==> src/rtl/spi_bus_arbiter.sv <==
// Two-requester arbiter and word-level SPI master (mode 0) for the shared RAM (CS0) and ROM (CS1).
// Each grant runs one 40-bit frame: 8-bit command, 16-bit byte address, then 16 data bits.
module spi_bus_arbiter #(
   parameter logic RR_EN  = 1'b1,
   parameter logic ROM_WP = 1'b1
) (
   input  logic        clk,
   input  logic        rst_n,
   input  logic        req0_i,
   input  logic        req1_i,
   input  logic        we0_i,
   input  logic        we1_i,
   input  logic [15:0] addr0_i,
   input  logic [15:0] addr1_i,
   input  logic [15:0] wdata0_i,
   input  logic [15:0] wdata1_i,
   output logic        gnt0_o,
   output logic        gnt1_o,
   output logic        done0_o,
   output logic        done1_o,
   output logic [15:0] rdata_o,
   output logic        wp_err_o,
   output logic        spi_cs0_o,
   output logic        spi_cs1_o,
   output logic        spi_clk_o,
   output logic        spi_mosi_o,
   input  logic        spi_miso_i
);

   typedef enum logic [2:0] {
      S_IDLE  = 3'd0,
      S_SETUP = 3'd1,
      S_SHIFT = 3'd2,
      S_DONE  = 3'd3,
      S_WPBLK = 3'd4
   } state_e;

   state_e      state_q, state_d;
   logic [6:0]  h_q, h_d;
   logic        last_q, last_d;
   logic        owner_q, owner_d;
   logic        we_q, we_d;
   logic [39:0] frame_q, frame_d;
   logic [15:0] rx_q, rx_d;
   logic [15:0] rdata_q, rdata_d;
   logic        gnt0_q, gnt0_d, gnt1_q, gnt1_d;
   logic        done0_q, done0_d, done1_q, done1_d;
   logic        wp_err_q, wp_err_d;
   logic        cs0_q, cs0_d, cs1_q, cs1_d;
   logic        sclk_q, sclk_d, mosi_q, mosi_d;

   logic        win_s;
   logic        sel_we_s;
   logic [15:0] sel_addr_s;
   logic [15:0] sel_wdata_s;

   // Next-state and registered-output logic for arbitration and frame shifting.
   always_comb begin
      state_d  = state_q;
      h_d      = h_q;
      last_d   = last_q;
      owner_d  = owner_q;
      we_d     = we_q;
      frame_d  = frame_q;
      rx_d     = rx_q;
      rdata_d  = rdata_q;
      gnt0_d   = 1'b0;
      gnt1_d   = 1'b0;
      done0_d  = 1'b0;
      done1_d  = 1'b0;
      wp_err_d = 1'b0;
      cs0_d    = cs0_q;
      cs1_d    = cs1_q;
      sclk_d   = sclk_q;
      mosi_d   = mosi_q;

      // Round-robin: with both requesting, whoever did not win last time goes next.
      win_s       = RR_EN ? ((req0_i && req1_i) ? ~last_q : req1_i) : ~req0_i;
      sel_we_s    = win_s ? we1_i : we0_i;
      sel_addr_s  = win_s ? addr1_i : addr0_i;
      sel_wdata_s = win_s ? wdata1_i : wdata0_i;

      case (state_q)
         S_IDLE: begin
            if (req0_i || req1_i) begin
               gnt0_d  = ~win_s;
               gnt1_d  = win_s;
               last_d  = win_s;
               owner_d = win_s;
               we_d    = sel_we_s;
               frame_d = {(sel_we_s ? 8'h02 : 8'h03), sel_addr_s[14:0], 1'b0,
                          (sel_we_s ? sel_wdata_s : 16'h0000)};
               if (ROM_WP && sel_we_s && sel_addr_s[15]) begin
                  state_d = S_WPBLK;
               end else begin
                  state_d = S_SETUP;
                  cs0_d   = sel_addr_s[15];
                  cs1_d   = ~sel_addr_s[15];
                  sclk_d  = 1'b0;
                  mosi_d  = frame_d[39];
                  h_d     = 7'd0;
               end
            end else begin
               state_d = S_IDLE;
            end
         end
         S_SETUP: begin
            state_d = S_SHIFT;
            h_d     = 7'd0;
            sclk_d  = 1'b0;
         end
         S_SHIFT: begin
            // Read data occupies frame bits 24..39, sampled at the end of each high half.
            if (h_q[0] && (h_q >= 7'd49)) begin
               rx_d = {rx_q[14:0], spi_miso_i};
            end else begin
               rx_d = rx_q;
            end
            if (h_q == 7'd79) begin
               state_d = S_DONE;
               cs0_d   = 1'b1;
               cs1_d   = 1'b1;
               sclk_d  = 1'b0;
               mosi_d  = 1'b0;
            end else begin
               h_d    = h_q + 7'd1;
               sclk_d = ~h_q[0];
               if (h_q[0]) begin
                  frame_d = {frame_q[38:0], 1'b0};
                  mosi_d  = frame_q[38];
               end else begin
                  mosi_d = mosi_q;
               end
            end
         end
         S_DONE: begin
            state_d = S_IDLE;
            done0_d = ~owner_q;
            done1_d = owner_q;
            if (!we_q) begin
               rdata_d = rx_d;
            end else begin
               rdata_d = rdata_q;
            end
         end
         S_WPBLK: begin
            state_d  = S_IDLE;
            done0_d  = ~owner_q;
            done1_d  = owner_q;
            wp_err_d = 1'b1;
         end
         default: begin
            state_d = S_IDLE;
            cs0_d   = 1'b1;
            cs1_d   = 1'b1;
            sclk_d  = 1'b0;
         end
      endcase
   end

   // State and output registers.
   always_ff @(posedge clk or negedge rst_n) begin
      if (!rst_n) begin
         state_q  <= S_IDLE;
         h_q      <= 7'd0;
         last_q   <= 1'b1;
         owner_q  <= 1'b0;
         we_q     <= 1'b0;
         frame_q  <= 40'd0;
         rx_q     <= 16'd0;
         rdata_q  <= 16'd0;
         gnt0_q   <= 1'b0;
         gnt1_q   <= 1'b0;
         done0_q  <= 1'b0;
         done1_q  <= 1'b0;
         wp_err_q <= 1'b0;
         cs0_q    <= 1'b1;
         cs1_q    <= 1'b1;
         sclk_q   <= 1'b0;
         mosi_q   <= 1'b0;
      end else begin
         state_q  <= state_d;
         h_q      <= h_d;
         last_q   <= last_d;
         owner_q  <= owner_d;
         we_q     <= we_d;
         frame_q  <= frame_d;
         rx_q     <= rx_d;
         rdata_q  <= rdata_d;
         gnt0_q   <= gnt0_d;
         gnt1_q   <= gnt1_d;
         done0_q  <= done0_d;
         done1_q  <= done1_d;
         wp_err_q <= wp_err_d;
         cs0_q    <= cs0_d;
         cs1_q    <= cs1_d;
         sclk_q   <= sclk_d;
         mosi_q   <= mosi_d;
      end
   end

   assign gnt0_o     = gnt0_q;
   assign gnt1_o     = gnt1_q;
   assign done0_o    = done0_q;
   assign done1_o    = done1_q;
   assign rdata_o    = rdata_q;
   assign wp_err_o   = wp_err_q;
   assign spi_cs0_o  = cs0_q;
   assign spi_cs1_o  = cs1_q;
   assign spi_clk_o  = sclk_q;
   assign spi_mosi_o = mosi_q;

endmodule
==> config.mk <==
export PLATFORM = sky130hd
export DESIGN_NAME = spi_bus_arbiter
export DESIGN_NICKNAME = d
export VERILOG_FILES = /design/src/rtl/spi_bus_arbiter.sv
export SDC_FILE = /design/constraint.sdc
export NUM_CORES = 1
export LEC_CHECK = 0
export ABC_AREA = 1
export CAP_MARGIN = 20
export CORE_MARGIN = 3
export CORE_UTILIZATION = 33
export DETAILED_ROUTE_END_ITERATION = 8
export GPL_TIMING_DRIVEN = 0
export HOLD_SLACK_MARGIN = 0.12
export PLACE_DENSITY_LB_ADDON = 0.15
export SLEW_MARGIN = 10
export SYNTH_ARGS = -nofsm -noshare
export SYNTH_HDL_FRONTEND = slang
export SYNTH_SLANG_ARGS = --single-unit
==> constraint.sdc <==
create_clock -name clk -period 1.5 [get_ports clk]
set_input_delay 0.375 -clock clk [delete_from_list [all_inputs] [get_ports clk]]
set_output_delay 0.375 -clock clk [all_outputs]
set_load 0.01 [all_outputs]
==> run summary <==
The net count of the finished layout is 813. The xor/xnor cell area share of the yosys netlist is 0.00192. The total length of routed wires is 13.2 mm. The initialized floorplan defines 42 standard-cell rows. The kind of critical path is register to register. The floorplan die area came out at 0.0152 sq mm. The transition time of the tightest slew-check pin came out at 0.553 ns. IR analysis of the VDD net gives a maximum drop of 931 uV. Total power for the finished layout comes to 12.7 mW. The switching fraction of total power came out at 0.402.

Once placement finished, the instance area stood at 0.00574 sq mm. TritonCTS built the clock tree. The cell count after synthesis came out at 593. The number of storage elements in the synthesis netlist is 93. After synthesis, the most frequently instantiated cells are 250 x sky130_fd_sc_hd__nand2_1, 90 x sky130_fd_sc_hd__dfrtp_1, 58 x sky130_fd_sc_hd__nand3_1. The ratio of total power to cell area came out at 1820 mW/mm^2. The starting utilization of the core area is 0.341. The total setup violations reported at the end of the flow is 55. Input and output buffers added on the ports amount to 94. For this design the total switching power over the nets is 5.10 mW. The flow ran to the end, but the final reports show violations.

The highest net fanout along the worst path came out at 7. The violation count after the first detailed-route iteration is 310. The final non-filler cell total came out at 921. The number of hold violations in the final report was 0. The critical path goes through inv_4 -> nand3_4 -> nand2_4 -> nand2_4 -> nor2_4 -> buf_12 -> nand2_8 -> buf_6 -> nand2_2 -> o21ai_2. Routability-driven placement finished with a final weighted congestion of 0.828. The max-slew violation total from the final report is 0. The share of the Yosys chip area taken by registers is 0.512. Of the post-synthesis cell area, the dominant cell type holds 0.495. Detailed placement ended at an HPWL of 8.55 mm. The count of flip-flops with a built-in enable after synthesis is 0. The number of unique standard cell types used by synthesis came out at 27. The largest incremental delay on the critical path is 0.44 ns. The checks that failed: setup timing. The worst pin sits at a relative slew slack of 0.631. The insertion delay to the later sink of the worst-skew pair is 0.34 ns. Setup repair after global routing could not meet its margin everywhere. Counting instances, the worst hold path has a depth of 1. A synthesized cell averages 7.67 sq um.

In this run the worst hold path is classified as register to register. The H-tree generated during clock tree synthesis spans 3 levels. Clock-pin slew was measured on the worst setup and hold paths at 0.07 ns. In this run the number of cells on the critical path is 10.

The count of unresolved DRC violations after routing is 0. The deepest clock path buffer count is 2. The total global routing track utilization came out at 0.180. The maximum clock rate is 615 MHz. In the final timing run, aggregate negative setup slack is -3.64 ns.

The utilization after layout came out at 0.521. The worst reg2reg path depth came out at 10. The worst register-to-register path ends at frame_q[28]$_DFFE_PN0P_.

The internal power summed over all cells is 7.58 mW. For this run, asynchronously set or reset flops after synthesis account for 1.00. The synthesized area is 0.00455 sq mm.

The proportion of layout cells with a drive suffix above 1 came out at 0.250. The largest individual stage delay along the critical path comes from the cell sky130_fd_sc_hd__dfrtp_2. Entering global routing, the biggest net connects 62 pins.

STA classifies the critical path startpoint as a register. The total CTS buffers is 9. The clock skew came out at 0.00636 ns. For this block, the via count after detailed routing is 4,441.

The worst register-to-register path begins at state_q[2]$_DFFE_PN0P_. The global-route wire length before repair is 21.8 mm. The buffer and inverter count on the worst path is 3. In the routed layout, each cell is associated on average with a via count of 4.82. The most frequent cell after synthesis is sky130_fd_sc_hd__nand2_1.

The initial antenna violation count was 0. The synthesis-to-layout area growth is 53.0%. Following the worst setup path forward leads to its endpoint at frame_q[28]$_DFFE_PN0P_. The dominant cell type by count on the critical path is sky130_fd_sc_hd__nand2_4. The post-detailed-route wirelength per cell is 14.3 microns.

The simple-gate area share of the yosys netlist is 0.329. Of the total synthesized cell area, the portion taken by full adders, half adders and majority gates is 0.00550. The remaining antenna violation count came out at 0. The count of fill cells added during filler insertion came out at 1,239.

Of all cell types, the one taking the most synthesized area is sky130_fd_sc_hd__dfrtp_1. The vertical die dimension is 123 microns. The number of synthesis warnings came out at 0. The die span in x is 123 microns. The synthesized netlist net count is 666. The number of global-route vias before repair came out at 4,502. With fillers left out, the area of the finished cells amounts to 0.00696 sq mm. CTS placed an instance of sky130_fd_sc_hd__clkbuf_16 at the clock tree root. The minimum setup slack among reg-to-reg paths came out at -0.13 ns. Max-cap violations in this run came to 0.

The part of the total power dissipated in the clock network is 0.175. The share of the synthesized area in compound gates (AO/OA/AOI/OAI) is 0.0877. The first TritonRoute pass finished after 6 iterations. The multiplexer fraction of the synthesized cell area came out at 0.00247. The dominant delay contributor by cell family on the critical path is simple AND/OR/NAND/NOR gates. The share of the cycle needed by the critical path after routing is 1.08. The share of total power in combinational logic came out at 0.548. The worst setup path is captured at a register.

The number of top-level pins came out at 96. The floorplan step defined a core boundary enclosing 0.0133 sq mm. The post-route worst setup slack is -0.126 ns. The CTS sink count came out at 93. The launch point of the worst path is state_q[2]$_DFFE_PN0P_. The number of antenna cells inserted is 0. The overflow left after global routing is 0. The total placed cells including tap cells came out at 864. Ranked by total cell area, the synthesized netlist is headed by sky130_fd_sc_hd__dfrtp_1 49%, sky130_fd_sc_hd__nand2_1 21%, sky130_fd_sc_hd__nand3_1 6.4%. The arrival time at the worst endpoint came out at 1.85 ns. The proportion of power drawn by flip-flops and latches is 0.277.

Among all flip-flop cells after synthesis, the most frequent one is sky130_fd_sc_hd__dfrtp_1. The data required time of the worst path came out at 1.72 ns. For the finished layout, the period the worst path requires is 1.63 ns. The analysis attributes to cell leakage a power of 3.44 nW. The dominant combinational cell family by area after synthesis is simple AND/OR/NAND/NOR gates.
## how the worst min path moves through the flow
stage	start	to	slack (ns)
2_1_floorplan	rst_n	done0_o$_DFF_PN0_	0.08
3_3_place_gp	owner_q$_DFFE_PN0P_	done0_o$_DFF_PN0_	0.42
3_5_place_dp	rst_n	rdata_o[3]$_DFFE_PN0P_	0.35
4_1_cts	owner_q$_DFFE_PN0P_	done0_o$_DFF_PN0_	0.43
5_1_grt	owner_q$_DFFE_PN0P_	done0_o$_DFF_PN0_	0.46
6_report	owner_q$_DFFE_PN0P_	done0_o$_DFF_PN0_	0.43
## state kept, by name, indices dropped and copies added (netlist names), 3 cells and up
name     cells
frame_q     39
rdata_o     16
h_q          7
rx_q        16
state_q      3
## logic make-up after synthesis
family | Yosys count
simple gates | 353
flops | 93
compound gates | 79
buf+inv | 64
fa+ha+maj | 2
xor+xnor | 1
mux | 1
## metal layers
layer  vias up  global-route usage  part of all wire
met5         -                   0                 0
met4         0              0.0498             0.016
met3        17              0.0430             0.055
met2       138               0.295              0.48
met1      2085               0.240              0.45
li1       2201                   -                 -
## cell type report
class / count / area [sq um] / area share
multi-input cells: 437 / 2340 / 0.337
flip-flops and latches: 93 / 2330 / 0.335
well taps: 176 / 220 / 0.0316
inverters: 33 / 144 / 0.0207
clock inverters: 5 / 40.0 / 0.00575
clock buffers: 11 / 253 / 0.0363
plain buffers: 28 / 254 / 0.0365
repair buffers: 138 / 1370 / 0.197
## through the flow
step           hold slack, ns  setup slack, ns
2_1_floorplan          0.0794           0.0174
3_3_place_gp            0.416            -3.36
3_5_place_dp            0.353           -0.844
4_1_cts                 0.425           -0.113
5_1_grt                 0.458           -0.210
6_report                0.425           -0.126
## power groups by stage
| stage | Combinational [mW] | Clock, mW | Sequential [mW] |
|---|---|---|---|
| final | 6.95 | 2.22 | 3.51 |
| after global routing | 7.59 | 2.38 | 3.58 |
| after CTS | 6.08 | 2.27 | 3.46 |
| after detailed placement | 4.05 | 0 | 3.50 |
| after global placement | 3.94 | 0 | 3.49 |
| after floorplan | 2.75 | 0 | 3.47 |
## cell usage in the layout (no fill, tap or decap), types with 5 or more instances in the layout
| cell | Yosys | routed |
|---|---|---|
| sky130_fd_sc_hd__nand2_2 | 3 | 33 |
| sky130_fd_sc_hd__o21ai_1 | 26 | 21 |
| sky130_fd_sc_hd__dlygate4sd2_1 | 0 | 24 |
| sky130_fd_sc_hd__nor2_1 | 19 | 15 |
| sky130_fd_sc_hd__clkbuf_16 | 0 | 10 |
| sky130_fd_sc_hd__buf_6 | 1 | 16 |
| sky130_fd_sc_hd__clkdlybuf4s50_1 | 0 | 67 |
| sky130_fd_sc_hd__buf_4 | 6 | 29 |
| sky130_fd_sc_hd__nand3_4 | 0 | 5 |
| sky130_fd_sc_hd__clkbuf_2 | 0 | 6 |
| sky130_fd_sc_hd__nand4_1 | 8 | 8 |
| sky130_fd_sc_hd__o21ai_2 | 0 | 13 |
| sky130_fd_sc_hd__o21ai_0 | 49 | 40 |
| sky130_fd_sc_hd__nand2_1 | 250 | 203 |
| sky130_fd_sc_hd__dfrtp_1 | 90 | 88 |
| sky130_fd_sc_hd__nand2_4 | 3 | 18 |
| sky130_fd_sc_hd__inv_1 | 27 | 27 |
| sky130_fd_sc_hd__nand3_1 | 58 | 54 |
| sky130_fd_sc_hd__buf_2 | 8 | 5 |
## repair_timing
action | CTS | global route
gates resized for setup | 120 | 93
endpoints found under the setup margin | 96 | 87
hold buffers | 1 | 0
setup buffers | 26 | 9
pin swaps | 10 | 30
hold endpoints to repair | 30 | 0
cloned | 6 | 2
(Power assumes the default switching activity.)
